File: config.mk
export PLATFORM = sky130hd
export DESIGN_NAME = dcm_lock_sequencer
export DESIGN_NICKNAME = d
export VERILOG_FILES = /design/src/rtl/dcm_seq_pkg.sv /design/src/rtl/sync_2ff.sv /design/src/rtl/dcm_lock_sequencer.sv
export SDC_FILE = /design/constraint.sdc
export NUM_CORES = 1
export LEC_CHECK = 0
export ABC_CLOCK_PERIOD_IN_PS = 2300
export CAP_MARGIN = 20
export CORE_MARGIN = 4
export CORE_UTILIZATION = 55
export CTS_BUF_LIST = sky130_fd_sc_hd__clkbuf_4 sky130_fd_sc_hd__clkbuf_8 sky130_fd_sc_hd__clkbuf_16
export CTS_CLUSTER_SIZE = 40
export DETAILED_ROUTE_END_ITERATION = 8
export HOLD_SLACK_MARGIN = 0.12
export PLACE_DENSITY = 0.83
export SYNTH_ARGS = -nofsm -noshare
export SYNTH_HDL_FRONTEND = slang
export SYNTH_HIERARCHICAL = 1
export SYNTH_SLANG_ARGS = --single-unit
File: constraint.sdc
create_clock -name clock -period 2.3 [get_ports clock]
set_input_delay 0.46 -clock clock [delete_from_list [all_inputs] [get_ports clock]]
set_output_delay 0.46 -clock clock [all_outputs]
set_load 0.01 [all_outputs]
File: src/rtl/dcm_seq_pkg.sv
// -----------------------------------------------------------------------------
// dcm_seq_pkg
// Shared types and default constants for the DCM lock sequencer.
//   state_t      : sequencer state encoding (FAIL only reachable when
//                  DCM_SEQ_RETRY_LIMIT_EN is defined)
//   DEF_*        : default parameter values for dcm_lock_sequencer
// -----------------------------------------------------------------------------
package dcm_seq_pkg;

    typedef enum logic [2:0] {
        HOLD,
        WAIT_LOCK,
        STABLE,
        RUN,
        FAIL
    } state_t;

    localparam int unsigned DEF_RESET_CYCLES  = 4;
    localparam int unsigned DEF_LOCK_TIMEOUT  = 4096;
    localparam int unsigned DEF_STABLE_CYCLES = 256;
    localparam int unsigned DEF_CNT_WIDTH     = 16;
    localparam int unsigned DEF_RETRY_WIDTH   = 8;
    localparam int unsigned DEF_MAX_RETRIES   = 3;

endpackage

File: src/rtl/sync_2ff.sv
// -----------------------------------------------------------------------------
// sync_2ff
// One-bit two-flop synchronizer, synchronous active-high reset to 0.
//   clock    in  destination clock
//   reset    in  synchronous reset, active-high
//   i_async  in  asynchronous input
//   o_sync   out synchronized output (2-edge latency)
// -----------------------------------------------------------------------------
module sync_2ff (
    input  logic clock,
    input  logic reset,
    input  logic i_async,
    output logic o_sync
);

    logic r_meta;
    logic r_sync;

    always_ff @(posedge clock) begin
        if (reset) begin
            r_meta <= 1'b0;
            r_sync <= 1'b0;
        end else begin
            r_meta <= i_async;
            r_sync <= r_meta;
        end
    end

    assign o_sync = r_sync;

endmodule

File: src/rtl/dcm_lock_sequencer.sv
// -----------------------------------------------------------------------------
// dcm_lock_sequencer
// Pulses the DCM reset after power-up, waits for lock, qualifies lock over a
// stability window and only then releases the system reset. Lock timeout or
// lock loss in RUN re-pulses the DCM and counts a retry.
// Optional macro DCM_SEQ_RETRY_LIMIT_EN: adds a terminal FAIL state entered
// when the retry count would reach MaxRetries (left only via reset).
//   clock        in  raw board clock
//   reset        in  synchronous reset, active-high
//   dcm_locked   in  DCM LOCKED, asynchronous
//   dcm_reset    out DCM RST drive (registered)
//   sys_reset    out system reset, active-high (registered)
//   ready        out high only in RUN (registered)
//   retry_count  out saturating count of timeouts plus lock losses
//   fail         out retry limit exhausted (0 unless feature enabled)
// -----------------------------------------------------------------------------
import dcm_seq_pkg::*;

module dcm_lock_sequencer #(
    parameter int unsigned ResetCycles  = DEF_RESET_CYCLES,
    parameter int unsigned LockTimeout  = DEF_LOCK_TIMEOUT,
    parameter int unsigned StableCycles = DEF_STABLE_CYCLES,
    parameter int unsigned CntWidth     = DEF_CNT_WIDTH,
    parameter int unsigned RetryWidth   = DEF_RETRY_WIDTH
`ifdef DCM_SEQ_RETRY_LIMIT_EN
   ,parameter int unsigned MaxRetries   = DEF_MAX_RETRIES
`endif
) (
    input  logic                  clock,
    input  logic                  reset,
    input  logic                  dcm_locked,
    output logic                  dcm_reset,
    output logic                  sys_reset,
    output logic                  ready,
    output logic [RetryWidth-1:0] retry_count,
    output logic                  fail
);

    state_t                r_state;
    logic [CntWidth-1:0]   r_cnt;
    logic                  r_dcm_reset;
    logic                  r_sys_reset;
    logic                  r_ready;
    logic [RetryWidth-1:0] r_retry_count;

    logic                  w_locked_s;
    logic [RetryWidth-1:0] w_retry_next;
    state_t                w_retry_state;

    sync_2ff u_sync_locked (
        .clock   (clock),
        .reset   (reset),
        .i_async (dcm_locked),
        .o_sync  (w_locked_s)
    );

    // Saturating increment used on every retry transition.
    assign w_retry_next = (r_retry_count == '1) ? r_retry_count
                                                : r_retry_count + RetryWidth'(1);

    // Destination of a retry: HOLD, or FAIL once the limit would be reached.
`ifdef DCM_SEQ_RETRY_LIMIT_EN
    logic r_fail;
    assign w_retry_state = (w_retry_next == RetryWidth'(MaxRetries)) ? FAIL : HOLD;
`else
    assign w_retry_state = HOLD;
`endif

    // Sequencer FSM; outputs only change on transitions, so each register
    // always matches the decode of the state it is entering.
    always_ff @(posedge clock) begin
        if (reset) begin
            r_state       <= HOLD;
            r_cnt         <= '0;
            r_dcm_reset   <= 1'b1;
            r_sys_reset   <= 1'b1;
            r_ready       <= 1'b0;
            r_retry_count <= '0;
`ifdef DCM_SEQ_RETRY_LIMIT_EN
            r_fail        <= 1'b0;
`endif
        end else begin
            case (r_state)
                HOLD: begin
                    if (r_cnt == CntWidth'(ResetCycles - 1)) begin
                        r_state     <= WAIT_LOCK;
                        r_cnt       <= '0;
                        r_dcm_reset <= 1'b0;
                    end else begin
                        r_cnt <= r_cnt + CntWidth'(1);
                    end
                end
                WAIT_LOCK: begin
                    // Lock wins over a simultaneous timeout.
                    if (w_locked_s) begin
                        r_state <= STABLE;
                        r_cnt   <= '0;
                    end else if (r_cnt == CntWidth'(LockTimeout - 1)) begin
                        r_state       <= w_retry_state;
                        r_cnt         <= '0;
                        r_retry_count <= w_retry_next;
                        r_dcm_reset   <= 1'b1;
`ifdef DCM_SEQ_RETRY_LIMIT_EN
                        r_fail        <= (w_retry_state == FAIL);
`endif
                    end else begin
                        r_cnt <= r_cnt + CntWidth'(1);
                    end
                end
                STABLE: begin
                    // A lock glitch restarts qualification without a DCM pulse.
                    if (!w_locked_s) begin
                        r_state <= WAIT_LOCK;
                        r_cnt   <= '0;
                    end else if (r_cnt == CntWidth'(StableCycles - 1)) begin
                        r_state     <= RUN;
                        r_sys_reset <= 1'b0;
                        r_ready     <= 1'b1;
                    end else begin
                        r_cnt <= r_cnt + CntWidth'(1);
                    end
                end
                RUN: begin
                    if (!w_locked_s) begin
                        r_state       <= w_retry_state;
                        r_cnt         <= '0;
                        r_retry_count <= w_retry_next;
                        r_dcm_reset   <= 1'b1;
                        r_sys_reset   <= 1'b1;
                        r_ready       <= 1'b0;
`ifdef DCM_SEQ_RETRY_LIMIT_EN
                        r_fail        <= (w_retry_state == FAIL);
`endif
                    end
                end
`ifdef DCM_SEQ_RETRY_LIMIT_EN
                FAIL: begin
                    r_state <= FAIL;
                end
`endif
                default: begin
                    r_state     <= HOLD;
                    r_cnt       <= '0;
                    r_dcm_reset <= 1'b1;
                    r_sys_reset <= 1'b1;
                    r_ready     <= 1'b0;
                end
            endcase
        end
    end

    assign dcm_reset   = r_dcm_reset;
    assign sys_reset   = r_sys_reset;
    assign ready       = r_ready;
    assign retry_count = r_retry_count;
`ifdef DCM_SEQ_RETRY_LIMIT_EN
    assign fail        = r_fail;
`else
    assign fail        = 1'b0;
`endif

endmodule

## Yosys cells after proc, flatten, opt, wreduce, memory -nomap -nowiden

Index checks and enable logic that the tools add are counted.

- Add/subtract/negate cells: 2
- Eq/ne operators: 16
- Muxes and demuxes: 31
- Bitwise logic cells: 2
- Reductions and logical operators: 8

Operators with widths:

| operator | number |
|---|---|
| $mux W16 | 6 |
| $pmux W16 S4 | 1 |
| $mux W8 | 4 |
| $mux W3 | 6 |
| $add A16 B1 Y16 const B | 1 |
| $eq A16 B12 Y1 const B | 1 |
| $eq A16 B2 Y1 const B | 1 |
| $eq A16 B8 Y1 const B | 1 |
| $pmux W8 S2 | 1 |
| $pmux W3 S4 | 1 |
| $reduce_and A4 Y1 | 3 |
| $ne A2 B2 Y1 const B | 5 |
| $mux W1 | 9 |
| $add A8 B1 Y8 const B | 1 |
| $eq A8 B8 Y1 const B | 1 |
| $eq A3 B2 Y1 const B | 2 |
| $ne A3 B3 Y1 const B | 2 |
| $pmux W1 S3 | 2 |
| $reduce_and A5 Y1 | 1 |
| $pmux W1 S4 | 1 |
| $eq A3 B1 Y1 const B | 1 |
| $logic_not A3 Y1 | 1 |
| $ne A3 B2 Y1 const B | 1 |
| $ne A2 B1 Y1 const B | 1 |
| other kinds (4) | 5 |

- Bits in registers: 32
- Output and inout bits: 12

## Logic depth before layout (Yosys ltp)

- Depth in word-level cells: 5
- Mapped depth: 8

## Cells and area by module

The synthesis kept the hierarchy.

Modules (own cells, without submodules):

| module | instances | cells an instance | area an instance (um2) | sequential area each (um2) |
|---|---|---|---|---|
| dcm_lock_sequencer | 1 | 174 | 1473.9 | 580.6 |
| sync_2ff | 1 | 4 | 52.6 | 40.0 |

## Worst setup path after synthesis

Ideal clock, no wire load.

- Path kind: reg2reg
- Start point: reg r_cnt[0]
- End point: reg r_cnt[3]
- Library setup time: 0.114 ns
- Arrival: 1.963 ns
- Setup slack: 0.222 ns
- Cell stages (with the launch flop): 9
- Path buffers: 2
- Cell sequence: dfxtp_1 ha_1 or4b_1 o41a_1 a221oi_2 or2_1 buf_2 buf_6 nor2_1

- Cells in the longest elaborated chain, start to end: 4
- Elaborated cells between the ends (all ways): 12

Ends and longest elaborated chain:

| what | RTL line | source |
|---|---|---|
| start, declared | dcm_lock_sequencer.sv:40 | `logic [CntWidth-1:0] r_cnt;` |
| start signal, assigned | dcm_lock_sequencer.sv:90 | `r_cnt <= r_cnt + CntWidth'(1);` |
| start signal, assigned | dcm_lock_sequencer.sv:107 | `r_cnt <= r_cnt + CntWidth'(1);` |
| start signal, assigned | dcm_lock_sequencer.sv:120 | `r_cnt <= r_cnt + CntWidth'(1);` |
| $add A16 B1 Y16 / $eq A16 B12 Y1 (equally long branches) | - |  |
| $mux W16 (on tied branches) | dcm_lock_sequencer.sv:115, dcm_lock_sequencer.sv:98 |  |
| $mux W16 (on tied branches) | dcm_lock_sequencer.sv:112, dcm_lock_sequencer.sv:95 |  |
| $pmux W16 S4 | dcm_lock_sequencer.sv:83 | `case (r_state)` |

Several ways; a longest one is shown, not always the timed one. The select of a mux whose other input is x is not followed.
A chain may end at the register's enable or synchronous reset.

## Worst setup path in the final report

- Start point: reg r_cnt[0]
- End point: reg r_cnt[1]

Same word-level chain as after synthesis.

==> results.json <==
{
  "cts_tree": "yes",
  "cts_setup_buffers": 0,
  "die_area_um2": 3680,
  "whs_path_depth": 1,
  "worst_pin_slew_ps": 534,
  "initial_core_util": 0.595,
  "finalSetupViolCount": 0,
  "via_count": 1376,
  "chipHeight_um": 60.7,
  "clock_sinks": 31,
  "rows": 18,
  "finalWorstSetupSlack_ps": 164,
  "drt_wl_total_um": 3360,
  "netlist_instances": 178,
  "port_buffers": 13,
  "layout_common_cells": "dfxtp_1, nor2_1, xor2_1, clkdlybuf4s50_1, o21ai_0",
  "placed_cells": 215,
  "multi_input_area_um2": 845,
  "layout_min_cycle_time_ps": 2140,
  "crit_required_ps": 2530,
  "grt_usage": 0.209,
  "grt_overflow": 0,
  "h-tree-depth": 2,
  "dp_hpwl_um": 2350,
  "synth-seq-cells": 31,
  "tns_ps": 0,
  "diodes": 0,
  "post_cts_resized": 0,
  "p_leak_nw": 0.631,
  "ff2ff_path_depth": 6,
  "wire_per_inst_um": 15.0,
  "min-delay-start": "u_sync_locked/r_meta$_SDFF_PP0_",
  "cts.reportedPaths.clkPinSlew_ps": 90,
  "rr_startpoint": "r_cnt[0]$_SDFFE_PP0P_",
  "hold_buffers": 0,
  "reg2reg_slack_ps": 160,
  "yosys.cell_types.count": 41,
  "ir_drop_v": 0.000570,
  "syn-num-nets": 183,
  "core-area_um2": 2570,
  "syn_area_per_cell_um2": 8.58,
  "gp_routability_congestion": 0.894,
  "clockBufferDepth": 2,
  "die_x_um": 60.7,
  "layout-area-overhead-vs-synth_pct": 15.5,
  "antenna_found_initial": 0,
  "grt_pass1_wl_um": 5650,
  "postSynth.asyncResetShare": 0,
  "ioPinCount": 15,
  "rsz0062_at_grt": "no",
  "period_share": 0.929,
  "ys_seq_area_frac": 0.407,
  "status": "complete, no violations",
  "critPathLaunchType": "register",
  "cts_buffers": 5,
  "cp.arrival_ps": 2370,
  "ant_nets": 0,
  "max_freq_ghz": 0.468,
  "hold_viol_final": 0,
  "final_util": 0.687,
  "hold_path_class": "register to register",
  "final_common_cell": "dfxtp_1",
  "drt_first_pass_iters": 5,
  "viasPerCell": 6.17,
  "place_ws_ps": 212,
  "grt_pass1_vias": 1241,
  "final_cells": 223,
  "synthFlopType": "dfxtp_1",
  "yosys_warnings": 6,
  "clk-insertion-delay-late_ps": 340,
  "min_delay_worst_endpoint": "u_sync_locked/o_sync$_SDFF_PP0_",
  "critPathMaxFanout": 4,
  "syn_area_um2": 1530,
  "synth-edff-count": 0,
  "path_class": "register to register",
  "endpoint_kind": "register",
  "cts-root-buf": "clkbuf_4",
  "slew_headroom": 0.642,
  "drive_gt1_frac": 0.0725,
  "grt_max_degree": 18,
  "nFillCells": 208,
  "finClkSkew_ps": 4.58,
  "fin_nets": 197,
  "seq_area_um2": 621,
  "drc": 0,
  "r2r_end": "r_cnt[1]$_SDFFE_PP0P_",
  "cap_violations": 0,
  "drtIter0Drc": 59,
  "slew_viol_final": 0,
  "powerDensity_nw_per_um2": 719
}
==> metal layers <==
layer | wire length (um) | GRT usage
met2 | 1560 | 0.318
met5 | 0 | 0
met3 | 163 | 0.0511
met4 | 111 | 0.130
met1 | 1520 | 0.264
==> flip-flops by register name, indices dropped and copies added (netlist names) <==
register and count:
r_state 2, sys_reset 1, dcm_reset 1, r_cnt 16, ready 1, retry_count 8, u_sync_locked/o_sync 1, u_sync_locked/r_meta 1
==> power by group <==
group	internal [W]	total [W]	switching (W)
combinational	0.000128	0.000279	0.000150
clock	0.000191	0.000374	0.000182
sequential	0.000572	0.000615	0.0000430
==> per-stage QoR <==
stage	power, W	cell area, um2	hold slack [ps]
final	0.00127	1760	455
after global routing	0.00133	1760	469
after detailed placement	0.000896	1690	432
after CTS	0.00127	1760	459
after floorplan	0.000806	1530	414
after global placement	0.000886	1690	426
==> layout make-up <==
type                    instances  area share
repair buffers                 18       0.102
inverters                       2     0.00426
multi-input cells             134       0.479
well taps                      30      0.0213
clock buffers                   8      0.0412
flip-flops and latches         31       0.352
==> worst max-delay path, stage by stage, from the launching register on <==
cell and delay, ps:
dfxtp_1 390, ha_1 180, or4b_1 440, o41a_1 450, a221o_1 310, a22oi_1 210
nor2_1 60
==> cells in the mapped netlist (3+ instances only) <==
cell type  instances  area, um2
nand4_1            4       25.0
dfxtp_1           31        621
nand3_1            6       30.0
nand2_1            7       26.3
a21oi_1            6       30.0
xnor2_1            7       61.3
nor3_1             3       15.0
xor2_1            13        114
and3_1             6       37.5
nor2b_1            3       18.8
o2111ai_1          4       35.0
nor2_1            28        105
clkbuf_1           8       30.0
nor4_1             7       43.8
o21ai_0            8       40.0
o211ai_1           6       45.0
==> cell families after synthesis <==
logic type	count (synthesis)	synth area share
AND/OR/NAND/NOR	75	0.252
buffers and inverters	13	0.0402
flip-flops	31	0.407
other	1	0.00246
adder cells (fa/ha/maj)	2	0.0164
XOR/XNOR	20	0.115
AO/OA/AOI/OAI	36	0.168
==> how the worst max path moves through the flow <==
| stage | start | endpoint | slack, ps | cells after the start |
|---|---|---|---|---|
| after global routing | r_cnt[0]$_SDFFE_PP0P_ | r_cnt[1]$_SDFFE_PP0P_ | 70 | 6 |
| final | r_cnt[0]$_SDFFE_PP0P_ | r_cnt[1]$_SDFFE_PP0P_ | 160 | 6 |
| after global placement | r_cnt[0]$_SDFFE_PP0P_ | r_cnt[2]$_SDFFE_PP0P_ | 240 | 7 |
| after CTS | r_cnt[0]$_SDFFE_PP0P_ | r_cnt[1]$_SDFFE_PP0P_ | 180 | 6 |
| after detailed placement | r_cnt[0]$_SDFFE_PP0P_ | r_cnt[1]$_SDFFE_PP0P_ | 210 | 6 |
| after floorplan | r_cnt[0]$_SDFFE_PP0P_ | r_cnt[3]$_SDFFE_PP0P_ | 220 | 8 |
No activity file was read; power rests on OpenSTA's default activity.
